**config.mk**
```make
export PLATFORM = sky130hd
export DESIGN_NAME = cordic_gain_comp_flat
export DESIGN_NICKNAME = d
export VERILOG_FILES = /design/src/rtl/cordic_pkg.sv /design/src/rtl/cordic_gain_comp_if.sv /design/src/rtl/gain_shift_add_mul.sv /design/src/rtl/cordic_gain_comp.sv /design/src/flat_wrapper.sv
export SDC_FILE = /design/constraint.sdc
export NUM_CORES = 1
export LEC_CHECK = 0
export CORE_MARGIN = 3
export CORE_UTILIZATION = 35
export CTS_BUF_LIST = sky130_fd_sc_hd__clkbuf_4
export CTS_CLUSTER_SIZE = 12
export DETAILED_ROUTE_END_ITERATION = 12
export GPL_TIMING_DRIVEN = 0
export SYNTH_ARGS = -nofsm -noshare
export SYNTH_HDL_FRONTEND = slang
export SYNTH_SLANG_ARGS = --single-unit
export TNS_END_PERCENT = 30
```
**constraint.sdc**
```tcl
create_clock -name Clk -period 7.51 [get_ports Clk]
set_input_delay 2.253 -clock Clk [delete_from_list [all_inputs] [get_ports Clk]]
set_output_delay 2.253 -clock Clk [all_outputs]
set_load 0.03 [all_outputs]
```
**src/rtl/cordic_pkg.sv**
```systemverilog
// ---------------------------------------------------------------------------
// cordic_pkg
// Shared constants and types for the CORDIC pipeline. The rotation stage
// also uses the Q2.14 sample type, so this package is not specific to the
// gain-compensation stage.
//   WIDTH    : sample width (signed Q2.14)
//   K_CONST  : gain correction K = 0.6072529 as unsigned Q1.15
//   FRAC     : fractional bits of K_CONST (product is shifted right by FRAC)
//   ACC_W    : width of the signed product accumulator
//   IDX_W    : width of the iteration index (one iteration per K_CONST bit)
//   IDX_LAST : value of the iteration index on the final iteration
//   ROUND_C  : round-half-up constant 2^(FRAC-1), added before the shift
// ---------------------------------------------------------------------------
package cordic_pkg;

    localparam int WIDTH = 16;
    localparam int FRAC  = 15;
    localparam int ACC_W = 2 * WIDTH;
    localparam int IDX_W = $clog2(WIDTH);

    localparam logic [WIDTH-1:0] K_CONST = 16'h4DBA;

    localparam logic [IDX_W-1:0] IDX_LAST = IDX_W'(WIDTH - 1);

    localparam logic signed [ACC_W-1:0] ROUND_C =
        {{(ACC_W - 1){1'b0}}, 1'b1} << (FRAC - 1);

    // Signed Q2.14 sample.
    typedef logic signed [WIDTH-1:0] sample_t;

    // Controller states of the gain-compensation stage.
    typedef enum logic [1:0] {
        IDLE = 2'd0,
        MUL  = 2'd1,
        DONE = 2'd2
    } state_t;

endpackage : cordic_pkg

```
**src/rtl/cordic_gain_comp_if.sv**
```systemverilog
// ---------------------------------------------------------------------------
// cordic_gain_comp_if
// Sample in/out bundle of the gain-compensation stage.
//   data_in_valid : one-cycle input strobe (data_out_rot of the rotation stage)
//   xprime/yprime : uncorrected coordinates, valid with data_in_valid
//   data_out_comp : one-cycle output strobe, xcomp/ycomp hold a new result
//   xcomp/ycomp   : gain-corrected coordinates
//   busy          : stage is multiplying or presenting a result
//   overflow      : sticky flag, a sample was dropped
// The master modport is the upstream/observer side; the slave modport is the
// compensation stage itself.
// ---------------------------------------------------------------------------
interface cordic_gain_comp_if;
    import cordic_pkg::*;

    logic    data_in_valid;
    sample_t xprime;
    sample_t yprime;
    logic    data_out_comp;
    sample_t xcomp;
    sample_t ycomp;
    logic    busy;
    logic    overflow;

    modport master (
        output data_in_valid,
        output xprime,
        output yprime,
        input  data_out_comp,
        input  xcomp,
        input  ycomp,
        input  busy,
        input  overflow
    );

    modport slave (
        input  data_in_valid,
        input  xprime,
        input  yprime,
        output data_out_comp,
        output xcomp,
        output ycomp,
        output busy,
        output overflow
    );

endinterface : cordic_gain_comp_if

```
**src/rtl/gain_shift_add_mul.sv**
```systemverilog
// ---------------------------------------------------------------------------
// gain_shift_add_mul
// Single-channel iterative multiply by K_CONST. One K_CONST bit is consumed
// per step: when bit step_idx is set, the sign-extended operand shifted left
// by step_idx is added to the accumulator. On the last step the rounded,
// arithmetically shifted result is registered onto 'result', where it stays
// until the next last step.
//   clk, rst_n : clock, asynchronous active-low reset
//   load       : capture load_val as the operand and clear the accumulator
//   load_val   : operand to capture
//   step       : perform one shift-add iteration for bit step_idx
//   last       : this step is the final one; register the rounded result
//   step_idx   : K_CONST bit handled by this step
//   result     : registered gain-corrected value
// ---------------------------------------------------------------------------
module gain_shift_add_mul
    import cordic_pkg::*;
(
    input  logic             clk,
    input  logic             rst_n,
    input  logic             load,
    input  sample_t          load_val,
    input  logic             step,
    input  logic             last,
    input  logic [IDX_W-1:0] step_idx,
    output sample_t          result
);

    sample_t                 v_r;
    sample_t                 result_r;
    logic signed [ACC_W-1:0] acc_r;
    logic signed [ACC_W-1:0] v_ext_s;
    logic signed [ACC_W-1:0] addend_s;
    logic signed [ACC_W-1:0] acc_next_s;
    sample_t                 result_next_s;

    // Partial product for the current K bit, next accumulator and rounded result.
    always_comb begin
        v_ext_s = {{WIDTH{v_r[WIDTH-1]}}, v_r};
        if (K_CONST[step_idx]) begin
            addend_s = v_ext_s << step_idx;
        end else begin
            addend_s = '0;
        end
        acc_next_s = acc_r + addend_s;
        // Truncation to WIDTH bits is safe: K < 1 keeps |result| <= |v|.
        result_next_s = sample_t'((acc_next_s + ROUND_C) >>> FRAC);
    end

    // Operand, accumulator and result registers.
    always_ff @(posedge clk or negedge rst_n) begin
        if (!rst_n) begin
            v_r      <= '0;
            acc_r    <= '0;
            result_r <= '0;
        end else begin
            if (load) begin
                v_r   <= load_val;
                acc_r <= '0;
            end else if (step) begin
                acc_r <= acc_next_s;
            end
            if (step && last) begin
                result_r <= result_next_s;
            end
        end
    end

    assign result = result_r;

endmodule : gain_shift_add_mul

```
**src/rtl/cordic_gain_comp.sv**
```systemverilog
// ---------------------------------------------------------------------------
// cordic_gain_comp
// Gain-correction stage after the rotation CORDIC. Each strobed (xprime,
// yprime) pair is multiplied by K = 0.6072529 with two parallel shift-add
// multipliers (16 iterations), rounded half-up and presented on xcomp/ycomp
// with a one-cycle data_out_comp strobe, 17 cycles after the input strobe.
// A one-entry holding buffer absorbs a sample arriving mid-multiply; a sample
// arriving while the buffer is full during MUL is dropped and sets the
// sticky overflow flag.
//   Clk   : system clock, rising edge
//   Reset : asynchronous active-low reset
//   bus   : sample in/out bundle (slave side)
// ---------------------------------------------------------------------------
module cordic_gain_comp
    import cordic_pkg::*;
(
    input  logic              Clk,
    input  logic              Reset,
    cordic_gain_comp_if.slave bus
);

    state_t           state_r;
    state_t           state_next_s;
    logic [IDX_W-1:0] idx_r;
    logic             buf_full_r;
    sample_t          buf_x_r;
    sample_t          buf_y_r;
    logic             overflow_r;
    logic             busy_r;
    logic             strobe_r;

    logic             load_s;
    logic             push_s;
    logic             pop_s;
    logic             drop_s;
    logic             step_s;
    logic             last_s;
    sample_t          load_x_s;
    sample_t          load_y_s;
    sample_t          xcomp_s;
    sample_t          ycomp_s;

    // Next-state logic plus multiplier load source and buffer push/pop/drop.
    always_comb begin
        state_next_s = state_r;
        load_s       = 1'b0;
        push_s       = 1'b0;
        pop_s        = 1'b0;
        drop_s       = 1'b0;
        load_x_s     = bus.xprime;
        load_y_s     = bus.yprime;
        step_s       = (state_r == MUL);
        last_s       = (state_r == MUL) && (idx_r == IDX_LAST);

        case (state_r)
            IDLE: begin
                if (bus.data_in_valid) begin
                    load_s       = 1'b1;
                    state_next_s = MUL;
                end else begin
                    state_next_s = IDLE;
                end
            end
            MUL: begin
                if (idx_r == IDX_LAST) begin
                    state_next_s = DONE;
                end else begin
                    state_next_s = MUL;
                end
                if (bus.data_in_valid) begin
                    if (buf_full_r) begin
                        drop_s = 1'b1;
                    end else begin
                        push_s = 1'b1;
                    end
                end else begin
                    push_s = 1'b0;
                end
            end
            DONE: begin
                if (buf_full_r) begin
                    // Buffered sample goes first; a simultaneous new input
                    // takes its place in the buffer.
                    load_s       = 1'b1;
                    load_x_s     = buf_x_r;
                    load_y_s     = buf_y_r;
                    pop_s        = 1'b1;
                    push_s       = bus.data_in_valid;
                    state_next_s = MUL;
                end else if (bus.data_in_valid) begin
                    load_s       = 1'b1;
                    state_next_s = MUL;
                end else begin
                    state_next_s = IDLE;
                end
            end
            default: begin
                state_next_s = IDLE;
            end
        endcase
    end

    // State register.
    always_ff @(posedge Clk or negedge Reset) begin
        if (!Reset) begin
            state_r <= IDLE;
        end else begin
            state_r <= state_next_s;
        end
    end

    // Iteration index: restarts on every load, advances once per MUL cycle.
    always_ff @(posedge Clk or negedge Reset) begin
        if (!Reset) begin
            idx_r <= '0;
        end else if (load_s) begin
            idx_r <= '0;
        end else if (step_s) begin
            idx_r <= idx_r + {{(IDX_W - 1){1'b0}}, 1'b1};
        end
    end

    // One-entry holding buffer; push wins over pop so pop+push keeps it full.
    always_ff @(posedge Clk or negedge Reset) begin
        if (!Reset) begin
            buf_full_r <= 1'b0;
            buf_x_r    <= '0;
            buf_y_r    <= '0;
        end else if (push_s) begin
            buf_full_r <= 1'b1;
            buf_x_r    <= bus.xprime;
            buf_y_r    <= bus.yprime;
        end else if (pop_s) begin
            buf_full_r <= 1'b0;
        end
    end

    // Registered status outputs: busy, result strobe and sticky overflow.
    always_ff @(posedge Clk or negedge Reset) begin
        if (!Reset) begin
            busy_r     <= 1'b0;
            strobe_r   <= 1'b0;
            overflow_r <= 1'b0;
        end else begin
            busy_r     <= (state_next_s != IDLE);
            strobe_r   <= (state_next_s == DONE);
            overflow_r <= overflow_r | drop_s;
        end
    end

    gain_shift_add_mul u_mul_x (
        .clk      (Clk),
        .rst_n    (Reset),
        .load     (load_s),
        .load_val (load_x_s),
        .step     (step_s),
        .last     (last_s),
        .step_idx (idx_r),
        .result   (xcomp_s)
    );

    gain_shift_add_mul u_mul_y (
        .clk      (Clk),
        .rst_n    (Reset),
        .load     (load_s),
        .load_val (load_y_s),
        .step     (step_s),
        .last     (last_s),
        .step_idx (idx_r),
        .result   (ycomp_s)
    );

    assign bus.xcomp         = xcomp_s;
    assign bus.ycomp         = ycomp_s;
    assign bus.data_out_comp = strobe_r;
    assign bus.busy          = busy_r;
    assign bus.overflow      = overflow_r;

endmodule : cordic_gain_comp

```
**src/flat_wrapper.sv**
```systemverilog
// flat-port wrapper written by rule: the top's interface ports become plain ports
module cordic_gain_comp_flat import cordic_pkg::*;
  (Clk, Reset, bus_data_in_valid, bus_xprime, bus_yprime, bus_data_out_comp, bus_xcomp, bus_ycomp, bus_busy, bus_overflow);
  cordic_gain_comp_if bus_i ();
  input  logic Clk;
  input  logic Reset;
  input wire logic [$bits(bus_i.data_in_valid)-1:0] bus_data_in_valid;
  input wire logic [$bits(bus_i.xprime)-1:0] bus_xprime;
  input wire logic [$bits(bus_i.yprime)-1:0] bus_yprime;
  output wire logic [$bits(bus_i.data_out_comp)-1:0] bus_data_out_comp;
  output wire logic [$bits(bus_i.xcomp)-1:0] bus_xcomp;
  output wire logic [$bits(bus_i.ycomp)-1:0] bus_ycomp;
  output wire logic [$bits(bus_i.busy)-1:0] bus_busy;
  output wire logic [$bits(bus_i.overflow)-1:0] bus_overflow;
  assign bus_i.data_in_valid = bus_data_in_valid;
  assign bus_i.xprime = bus_xprime;
  assign bus_i.yprime = bus_yprime;
  assign bus_data_out_comp = bus_i.data_out_comp;
  assign bus_xcomp = bus_i.xcomp;
  assign bus_ycomp = bus_i.ycomp;
  assign bus_busy = bus_i.busy;
  assign bus_overflow = bus_i.overflow;
  cordic_gain_comp u_core (.Clk(Clk), .Reset(Reset), .bus(bus_i));
endmodule
```
# Word level (Yosys, flattened, before mapping)
# Memories as Yosys holds them, arrays and structs flattened.
# Index checks and enable logic that the tools add are counted.
dict set report word_totals {
  reg_bits 170
  latchBits 0
  ram_bits 0
  mem_bits_ro 16
  in_bits 35
  elab_cells 64
  memories 1
}
dict set report op_classes {
  n_addsub 5
  n_mul 0
  n_div 0
  order_cmp 1
  eq_ne 4
  shift 2
  mux 30
  bitwise 1
  reduce_logical 6
}
# name depth width read_ports rd_ports_with_merged_regs write_ports line
set mem_list {}
lappend mem_list {{(name not given)} 16 1 1 0 0 gain_shift_add_mul.sv:40} ;# if (K_CONST[step_idx]) begin
# cell count
set op_table {}
lappend op_table {{2-to-1 mux 32 bit} 6}
lappend op_table {{adder 32 bit} 2}
lappend op_table {{2-to-1 mux 16 bit} 4}
lappend op_table {{<< shifter 32 x 4 -> 32 bit} 2}
lappend op_table {{adder 31 x 16 -> 31 bit (second input constant)} 2}
lappend op_table {{2-to-1 mux 1 bit} 13}
lappend op_table {{2-to-1 mux 4 bit} 2}
lappend op_table {{case mux 2 bit (3 select lines)} 1}
lappend op_table {{nonzero test 2 bit} 3}
lappend op_table {{less-than comparator 4 x 5 -> 1 bit (second input constant)} 1}
lappend op_table {{adder 4 x 1 -> 4 bit (second input constant)} 1}
lappend op_table {{== test 2 bit (second input constant)} 2}
lappend op_table {{== test 4 bit (second input constant)} 1}
lappend op_table {{2-to-1 mux 2 bit} 2}
lappend op_table {{case mux 1 bit (2 select lines)} 2}
lappend op_table {{== test 2 x 1 -> 1 bit (second input constant)} 1}
lappend op_table {{logical AND 1 bit} 2}
lappend op_table {{zero test 2 bit} 1}
lappend op_table {{bitwise OR 1 bit} 1}

# Longest topological paths before layout
# Gate-level depths: netlist (run 1).
dict set report depth {
  word_depth 6
  ltp_mapped 22
}

# Hierarchy
# A second synthesis (run 1) with hierarchy kept.
dict set report unflattened {
  hier_cells 1438
  area_unflattened_um2 12981.2
}
# mod n_inst cells_each area_per_inst_um2
set by_module_without_submodules {}
lappend by_module_without_submodules {{gain_shift_add_mul at u_core.u_mul_x} 1 660 5604.1}
lappend by_module_without_submodules {{gain_shift_add_mul at u_core.u_mul_y} 1 630 5303.8}
lappend by_module_without_submodules {cordic_gain_comp 1 148 2073.2}

# Worst setup path before layout (run 1)
# Ideal clock, no wire load.
dict set report synth_timing {
  kind {register to register}
  from {register u_core.idx_r[1]}
  to {register u_core.u_mul_x.result_r[15] (netlist: u_core.u_mul_x.result[15])}
  setup_ns 0.095
  t_arrival_ns 4.558
  setup_slack_ns 2.856
  stages_incl_launch_ff 21
  path_buffers 2
  period_less_slack_ns 4.654
  path_cell_list {dfrtp_1 > clkbuf_1 > clkbuf_1 > inv_1 > ha_1 > o21ai_0 > nand2_1 > inv_1 > nand2_1 > o22ai_1 > ha_1 > a21o_1 > a221o_2 > a21boi_2 > a211oi_2 > o32ai_2 > xor2_1 > nor4_2 > nand2_1 > o31a_1 > o31ai_1}
}
dict set report synth_between {
  elab_chain_cells 5
  elab_cells_between_ends 9
  cone_classes {add/sub (2); eq/ne (1); shift (1); mux (2); reduce/logical (2); memory (1)}
}
# element line
set synth_lines {}
lappend synth_lines {{from (decl)} cordic_gain_comp.sv:24} ;# logic [IDX_W-1:0] idx_r;
lappend synth_lines {{from (signal assigned)} cordic_gain_comp.sv:119} ;# idx_r <= idx_r + {{(IDX_W - 1){1'b0}}, 1'b1};
lappend synth_lines {{memory read (16 x 1 bit)} --}
lappend synth_lines {{2-to-1 mux 1 bit (not written as such)} gain_shift_add_mul.sv:40}
lappend synth_lines {{2-to-1 mux 32 bit} gain_shift_add_mul.sv:40}
lappend synth_lines {{adder 32 bit} gain_shift_add_mul.sv:45} ;# acc_next_s = acc_r + addend_s;
lappend synth_lines {{adder 31 x 16 -> 31 bit} gain_shift_add_mul.sv:47} ;# result_next_s = sample_t'((acc_next_s + ROUND_C) >>> FRAC);
lappend synth_lines {{to (signal assigned)} gain_shift_add_mul.sv:64} ;# result_r <= result_next_s;
lappend synth_lines {{to (decl)} gain_shift_add_mul.sv:30} ;# sample_t result_r;
# Several ways; a longest one is shown, not always the timed one. The select of a mux whose other input is x is not followed.
# A chain may end at the register's enable or synchronous reset.

# Final worst setup path (run 1)
dict set report layout_timing {
  from {register u_core.idx_r[1]}
  to {register u_core.u_mul_y.result_r[15] (netlist: u_core.u_mul_y.result[15])}
}
dict set report layout_between {
  elab_chain_cells 5
  elab_cells_between_ends 9
  cone_classes {add/sub (2); eq/ne (1); shift (1); mux (2); reduce/logical (2); memory (1)}
}
# element line
set layout_lines {}
lappend layout_lines {{memory read (16 x 1 bit)} --}
lappend layout_lines {{2-to-1 mux 1 bit} --}
lappend layout_lines {{2-to-1 mux 32 bit} gain_shift_add_mul.sv:40}
lappend layout_lines {{adder 32 bit} gain_shift_add_mul.sv:45}
lappend layout_lines {{adder 31 x 16 -> 31 bit} gain_shift_add_mul.sv:47}
lappend layout_lines {{to (signal assigned)} gain_shift_add_mul.sv:64}
lappend layout_lines {{to (decl)} gain_shift_add_mul.sv:30}
# Several ways; a longest one is shown, not always the timed one. The select of a mux whose other input is x is not followed.

==> results of run 1 <==
layer usage:
layer | routed length, um | GRT usage (%)
met5 | 0 | 0
met4 | 648 | 4.41
met3 | 1770 | 2.83
met2 | 16400 | 30.1
met1 | 17600 | 27.2
stage by stage:
step | area, um^2 | instances | hold slack [ns] | utilization [%]
after floorplan | 12600 | 1474 | 0.480 | -
after global placement | 13900 | 1998 | 0.463 | 39.6
after detailed placement | 13900 | 1999 | 0.470 | 39.7
after CTS | 14200 | 2031 | 0.501 | 40.6
after global routing | 14200 | 2032 | 0.522 | 40.6
final | 14200 | 2032 | 0.490 | 40.6
state kept, by name (all words and copies together) (netlist names):
| name | cells |
|---|---|
| u_core.u_mul_y.result | 16 |
| u_core.idx_r | 4 |
| u_core.buf_y_r | 16 |
| u_core.u_mul_x.result | 16 |
| u_core.u_mul_y.v_r | 16 |
| u_core.bus.overflow | 1 |
| u_core.u_mul_y.acc_r | 31 |
| u_core.bus.data_out_comp | 1 |
| u_core.bus.busy | 1 |
| u_core.u_mul_x.acc_r | 31 |
| u_core.state_r | 2 |
| u_core.buf_x_r | 16 |
| u_core.u_mul_x.v_r | 16 |
| u_core.buf_full_r | 1 |
layout make-up:
cell class,count,share of cell area (%)
Antenna cell,1,0.0176
Buffer,83,2.29
Clock buffer,17,0.898
Clock inverter,15,1.33
Inverter,28,0.739
Multi-Input combinational cell,1195,56.1
Sequential cell,168,29.6
Tap cell,455,4.01
Timing Repair Buffer,70,5.09
final timing paths:
path | startpoint | end | slack, ns | depth (start not counted)
worst max-delay path | u_core.idx_r[1] | u_core.u_mul_y.result[15] | 1.17 | 21
worst min-delay path | u_core.u_mul_y.result[13] | u_core.u_mul_y.result[13] | 0.49 | 2
worst max register to register | u_core.idx_r[1] | u_core.u_mul_y.result[15] | 1.17 | 21
worst min register to register | u_core.u_mul_y.result[13] | u_core.u_mul_y.result[13] | 0.49 | 2
max in group asynchronous | Reset | u_core.u_mul_y.result[7] | 5.00 | 2
min in group asynchronous | Reset | u_core.buf_y_r[9] | 1.59 | 1
tightest hold or removal path, cell delays in order, from the launching register on:
cell     delay [ns]
dfrtp_1        0.36
nand2_1        0.04
o21ai_0        0.06
cells by family (layout without fill, tap and decap cells):
logic type / after synthesis / in the layout / synth area share (%)
and+or+nand+nor: 499 / 499 / 18.0
buffers and inverters: 111 / 213 / 3.42
DFF: 168 / 168 / 33.4
adders and majority gates: 72 / 72 / 7.27
xor gates and xnor gates: 78 / 78 / 5.54
muxes: 163 / 163 / 13.5
other: 1 / 3 / 0.0298
AOI/OAI and AO/OA: 381 / 381 / 18.9
cells in the final DEF, fill, tap and decap left out, types with 12 or more instances in the layout:
cell | synthesis | layout
inv_1 | 26 | 26
o22ai_1 | 26 | 26
o21a_1 | 12 | 12
a21o_1 | 14 | 14
a21oi_1 | 141 | 141
mux2i_1 | 115 | 115
nand2_1 | 135 | 135
dfrtp_1 | 168 | 168
clkbuf_4 | 0 | 17
nand4_1 | 18 | 18
nor3_1 | 23 | 23
mux2_2 | 47 | 47
xor2_1 | 35 | 35
clkdlybuf4s50_1 | 0 | 68
ha_1 | 70 | 70
clkbuf_1 | 64 | 64
nor2b_1 | 16 | 16
nor2_1 | 199 | 199
o21ai_0 | 99 | 99
and2_1 | 20 | 20
and3_1 | 14 | 14
nand3_1 | 29 | 29
xnor2_1 | 41 | 41
==> impl_metrics.sql, run 1 <==
INSERT INTO impl_metrics (metric_group, metric, value, unit) VALUES
('yosys', 'synth.top_cells.by_area', 'dfrtp_1 (33%), mux2i_1 (9.1%), ha_1 (7.0%)', ''),
('timing', 'clock.fmax', '158', 'MHz'),
('finish', 'seqCellArea', '4200', 'um^2'),
('detailed_routing', 'postRouteWirelength', '36400', 'um'),
('worst_setup_path', 'worstPathBufferInverterCount', '4', ''),
('die', 'core_region_area', '35000', 'um^2'),
('die', 'floorplan.initialDensity', '36.0', '%'),
('clock_tree', 'clk-insertion-delay-late', '0.62', 'ns'),
('worst_setup_path', 'critical_path.startpoint_type', 'flip-flop', ''),
('yosys', 'synthDistinctLibCells', '83', ''),
('worst_setup_path', 'crit_path_max_fanout', '10', ''),
('timing', 'setup_repair_after_global_routing_missed_its_margin', 'no', ''),
('min_path', 'worst_hold_path_type', 'reg2reg', ''),
('yosys', 'post-synth-top-area-cell', 'dfrtp_1', ''),
('global_routing', 'grtUsageTotal', '18.9', '%'),
('yosys', 'synth_top_flop_cell', 'dfrtp_1', ''),
('yosys', 'synth_enable_flop_cells', '0', ''),
('yosys', 'synth_largest_type_area_fraction', '33.4', '%'),
('worst_setup_path', 'crit_path_end_kind', 'flip-flop', ''),
('clock_tree', 'htreeDepth', '4', ''),
('placement', 'number_of_i_o_port_buffers', '69', ''),
('clock_tree', 'clock_tree.root_cell', 'clkbuf_4', ''),
('global_routing', 'globalRoute.totalOverflow', '0', ''),
('worst_setup_path', 'worstSetupPathType', 'reg2reg', ''),
('yosys', 'synthesis.yosys.warnings', '0', ''),
('run_status', 'run_status', 'finished, final reports clean', ''),
('detailed_routing', 'vias_per_cell', '5.50', ''),
('finish', 'multi_input_combinational_cell_area', '7970', 'um^2'),
('worst_setup_path', 'slowest_stage', 'nor4_1', ''),
('detailed_routing', 'drt-wirelength-per-cell', '17.9', 'um'),
('worst_setup_path', 'path_common_cell', 'a21oi_1', ''),
('die', 'chipWidth', '196', 'um'),
('clock_tree', 'cts_hold_buf', '0', ''),
('yosys', 'ys_top_cells_by_count', 'nor2_1 (199), dfrtp_1 (168), a21oi_1 (141)', ''),
('yosys', 'synth_async_sr_flop_share', '100', '%'),
('yosys', 'synth.yosys.seq_area_share', '33.4', '%'),
('detailed_routing', 'drt.antenna.violating_nets', '0', ''),
('finish', 'layout_filler_cell_count', '3586', ''),
('clock_tree', 'post_cts_resized', '0', ''),
('yosys', 'synthCells', '1473', ''),
('worst_setup_path', 'critical_path_arrival', '6.87', 'ns'),
('clock_tree', 'clock_tree_buf_depth', '2', ''),
('timing', 'drv_slew', '0', ''),
('clock_tree', 'clock_tree_from_tritoncts', 'yes', ''),
('global_routing', 'grt_antenna_before_repair', '1', ''),
('die', 'fp.dieArea', '38300', 'um^2'),
('clock_tree', 'tritoncts_num_sinks', '168', ''),
('global_routing', 'grt_max_degree', '101', ''),
('timing', 'worstMarginPinSlew', '1.06', 'ns'),
('finish', 'num-nets-final', '1670', ''),
('clock_tree', 'cts.repair_timing.setup_buffer_count', '0', ''),
('detailed_routing', 'num_vias', '11200', ''),
('die', 'pin_count', '70', ''),
('yosys', 'yosys.cell_count.top_type', 'nor2_1', ''),
('clock_tree', 'tritoncts.num_buffers', '17', ''),
('detailed_routing', 'firstDrtPassIters', '6', ''),
('timing', 'max_slew_margin', '28.5', '%'),
('detailed_routing', 'drt_drc_violations_left', '0', ''),
('worst_setup_path', 'path_cells', 'clkbuf_1, clkbuf_1, buf_1, nor2_1, a21oi_1, nor2_1, a21oi_1, nor2_1, ha_1, buf_2, a21oi_1, o211ai_1, a21oi_1, o31ai_1, xor2_1, ha_1, nand2_1, nor4_1, nand4_1, xor2_1, o21ai_0', ''),
('die', 'chipHeight', '196', 'um'),
('worst_setup_path', 'worstPathRequired', '8.04', 'ns'),
('worst_setup_path', 'critPathMaxStageDelay', '0.53', 'ns'),
('run', 'cap_violations', '0', ''),
('timing', 'finalSetupTns', '0', 'ns'),
('global_routing', 'global_route_wire_length_before_repair', '58800', 'um'),
('die', 'rows', '68', ''),
('timing', 'finalWorstSetupSlack', '1.17', 'ns'),
('clock_tree', 'clkSlewWorstSetupHoldPaths', '0.16', 'ns'),
('detailed_routing', 'drt_iter0_drc', '965', ''),
('timing', 'report.final.setup_viol', '0', ''),
('timing', 'finalCritPeriodShare', '84.4', '%');
Power of run 1 is not shown: default switching activity piles up to over one toggle a cycle in this logic, so the estimate is an artifact.
==> inputs of run 2 (changes only) <==
==> constraint.sdc (replaced) <==
create_clock -name Clk -period 6.5 [get_ports Clk]
set_input_delay 1.95 -clock Clk [delete_from_list [all_inputs] [get_ports Clk]]
set_output_delay 1.95 -clock Clk [all_outputs]
set_load 0.03 [all_outputs]
==> run 2 against run 1 <==
Effect of this change: clock skew decreased by 0.0011 ns; first-iteration DRC count is 4.6% higher; maximum frequency rose by 3.1%; count of clock-buffer cells in the layout stayed put; via count shrank 0.46%; wire length hardly changed; sequential cell count did not move; setup slack got worse by 0.82 ns; largest cell class unchanged; final area about the same; die area did not move.
==> impl_metrics.sql, run 2 (synthesis results as in run 1) <==
INSERT INTO impl_metrics (metric_group, metric, value, unit) VALUES
('die', 'pin_count', '70', ''),
('clock_tree', 'clock_tree_from_tritoncts', 'yes', ''),
('clock_tree', 'clk-insertion-delay-late', '0.61', 'ns'),
('worst_setup_path', 'worst-r2r-cell-count', '21', ''),
('timing', 'setup_repair_after_global_routing_missed_its_margin', 'no', ''),
('clock_tree', 'tritoncts_num_sinks', '168', ''),
('die', 'core_region_area', '35000', 'um^2'),
('worst_setup_path', 'crit_path_max_fanout', '10', ''),
('clock_tree', 'tritoncts.num_buffers', '17', ''),
('worst_setup_path', 'path_common_cell', 'a21oi_1', ''),
('worst_setup_path', 'worstPathRequired', '7.02', 'ns'),
('finish', 'layout_filler_cell_count', '3588', ''),
('run', 'cap_violations', '0', ''),
('clock_tree', 'clock_tree_buf_depth', '2', ''),
('die', 'floorplan.initialDensity', '36.0', '%'),
('placement', 'globalplace.congestion', '0.942', ''),
('global_routing', 'grt_antenna_before_repair', '1', ''),
('worst_setup_path', 'timing.rr.end', 'u_core.u_mul_y.result[15]', ''),
('placement', 'dp_hpwl', '28400', 'um'),
('clock_tree', 'clock_tree.root_cell', 'clkbuf_4', ''),
('timing', 'worst_clock_skew', '0.0309', 'ns'),
('worst_setup_path', 'path_cells', 'clkbuf_1, clkbuf_1, buf_1, nor2_1, a21oi_1, nor2_1, a21oi_1, nor2_1, ha_1, buf_2, a21oi_1, o211ai_1, a21oi_1, o31ai_1, xor2_1, ha_1, nand2_1, nor4_2, nand4_1, xor2_1, o21ai_0', ''),
('global_routing', 'grtUsageTotal', '18.9', '%'),
('timing', 'hold_viol_final', '0', ''),
('timing', 'drv_slew', '0', ''),
('finish', 'areaGrowthSynthToFinish', '12.9', '%'),
('worst_setup_path', 'reg2reg_from', 'u_core.idx_r[1]', ''),
('timing', 'clock.fmax', '163', 'MHz'),
('die', 'chipWidth', '196', 'um'),
('clock_tree', 'cts_hold_buf', '0', ''),
('detailed_routing', 'drt_drc_violations_left', '0', ''),
('finish', 'drive_above_1_share', '7.80', '%'),
('detailed_routing', 'firstDrtPassIters', '5', ''),
('finish', 'final_cell_mix', 'nor2_1 (199), dfrtp_1 (168), a21oi_1 (141), nand2_1 (135), mux2i_1 (115)', ''),
('timing', 'finalSetupTns', '0', 'ns'),
('clock_tree', 'clkSlewWorstSetupHoldPaths', '0.16', 'ns'),
('global_routing', 'grt_max_degree', '101', ''),
('min_path', 'worst_hold_startpoint', 'u_core.u_mul_y.result[13]', ''),
('global_routing', 'globalRoute.totalOverflow', '0', ''),
('clock_tree', 'htreeDepth', '4', ''),
('finish', 'post-route-util', '40.7', '%'),
('worst_setup_path', 'crit_path_end_kind', 'flip-flop', ''),
('die', 'chipHeight', '196', 'um'),
('detailed_routing', 'drt_iter0_drc', '1009', ''),
('worst_setup_path', 'critPathMaxStageDelay', '0.47', 'ns'),
('finish', 'largest_regs', 'u_core.u_mul_x.acc_r: 31 flops, u_core.u_mul_y.acc_r: 31 flops', ''),
('placement', 'number_of_i_o_port_buffers', '69', ''),
('min_path', 'worst_hold_path_type', 'reg2reg', ''),
('min_path', 'holdPathEnd', 'u_core.u_mul_y.result[13]', ''),
('detailed_routing', 'postRouteWirelength', '36400', 'um'),
('worst_setup_path', 'slowest_stage', 'a21oi_1', ''),
('timing', 'worstMarginPinSlew', '1.01', 'ns'),
('detailed_routing', 'num_vias', '11100', ''),
('timing', 'finalCriticalPeriod', '6.15', 'ns'),
('finish', 'most_frequent_standard_cell_in_the_layout_excluding_fill_and_tap_cells', 'nor2_1', ''),
('worst_setup_path', 'critical_path_arrival', '6.67', 'ns'),
('die', 'rows', '68', ''),
('placement', 'preCtsSetupSlack', '0.423', 'ns'),
('die', 'fp.dieArea', '38300', 'um^2'),
('worst_setup_path', 'r2r_slack', '0.35', 'ns'),
('worst_setup_path', 'worstSetupPathType', 'reg2reg', ''),
('global_routing', 'first_global_vias', '10900', ''),
('timing', 'report.final.setup_viol', '0', ''),
('detailed_routing', 'drt-wirelength-per-cell', '17.9', 'um'),
('timing', 'max_slew_margin', '31.4', '%'),
('min_path', 'holdPathStages', '2', ''),
('run_status', 'run_status', 'finished, final reports clean', ''),
('global_routing', 'global_route_wire_length_before_repair', '58800', 'um'),
('timing', 'finalCritPeriodShare', '94.6', '%'),
('timing', 'finalWorstSetupSlack', '0.350', 'ns'),
('detailed_routing', 'drt.antenna.violating_nets', '0', ''),
('worst_setup_path', 'critical_path.startpoint_type', 'flip-flop', ''),
('detailed_routing', 'vias_per_cell', '5.48', ''),
('finish', 'num-nets-final', '1670', '');
run 2: how the worst max path moves through the flow:
| stage | startpoint | endpoint | depth (start not counted) | slack, ns |
|---|---|---|---|---|
| after detailed placement | u_core.idx_r[1] | u_core.u_mul_y.result[15] | 21 | 0.42 |
| after global routing | u_core.idx_r[1] | u_core.u_mul_y.result[10] | 18 | 0.03 |
| after floorplan | u_core.idx_r[1] | u_core.u_mul_x.result[15] | 20 | 1.85 |
| after CTS | u_core.idx_r[1] | u_core.u_mul_y.result[15] | 21 | 0.35 |
| final | u_core.idx_r[1] | u_core.u_mul_y.result[15] | 21 | 0.35 |
| after global placement | Reset | u_core.u_mul_x.result[2] | 1 | -3.81 |
run 2: critical path, delay by kind of cell, from the launching register on:
family	cells	cell delay, ns
fa+ha+maj	2	0.57
simple gates	6	1.00
xor+xnor	2	0.63
flops	1	0.43
compound gates	7	1.98
buf+inv	4	1.45
run 2: cell type report:
cell class / instances / area, um^2 / share of cell area, %
Tap cell: 455 / 569 / 4.00
Clock inverter: 15 / 189 / 1.33
Inverter: 28 / 105 / 0.739
Clock buffer: 17 / 128 / 0.897
Antenna cell: 1 / 2.50 / 0.0176
Multi-Input combinational cell: 1195 / 7970 / 56.1
Timing Repair Buffer: 70 / 723 / 5.09
Buffer: 83 / 325 / 2.29
Sequential cell: 168 / 4200 / 29.6
run 2: metrics by stage:
| step | cell area, um^2 | hold WS, ns | cells |
|---|---|---|---|
| global placement | 13900 | 0.463 | 1998 |
| floorplan | 12600 | 0.480 | 1474 |
| finish | 14200 | 0.490 | 2032 |
| global route | 14200 | 0.522 | 2032 |
| detailed placement | 13900 | 0.470 | 1999 |
| CTS | 14200 | 0.501 | 2031 |
run 2: routing by layer:
layer | share of wire (%) | global-route usage, % | vias to the layer above
li1 | - | - | 5454
met1 | 48 | 27.2 | 5370
met2 | 45 | 30.1 | 279
met3 | 5.0 | 2.83 | 30
met4 | 1.5 | 4.41 | 0
met5 | 0 | 0 | -
run 2: what timing repair did:
action	in CTS	in global routing
buffers inserted	0	0
gates resized for setup	0	1
hold endpoints to repair	0	0
endpoints found under the setup margin	0	4
Power of run 2 is left out for the same reason.
==> inputs of run 3 (changes only) <==
==> constraint.sdc (replaced) <==
create_clock -name Clk -period 6.8 [get_ports Clk]
set_input_delay 2.04 -clock Clk [delete_from_list [all_inputs] [get_ports Clk]]
set_output_delay 2.04 -clock Clk [all_outputs]
set_load 0.03 [all_outputs]
==> results of run 3 <==
The final DEF is identical to that of run 1. Status: finished, final reports clean.
Main changes from that run: setup slack after placement 1.43 ns -> 0.723 ns; setup slack after layout 1.17 ns -> 0.461 ns; register-to-register setup slack 1.17 ns -> 0.46 ns
Power of run 3 is left out for the same reason.
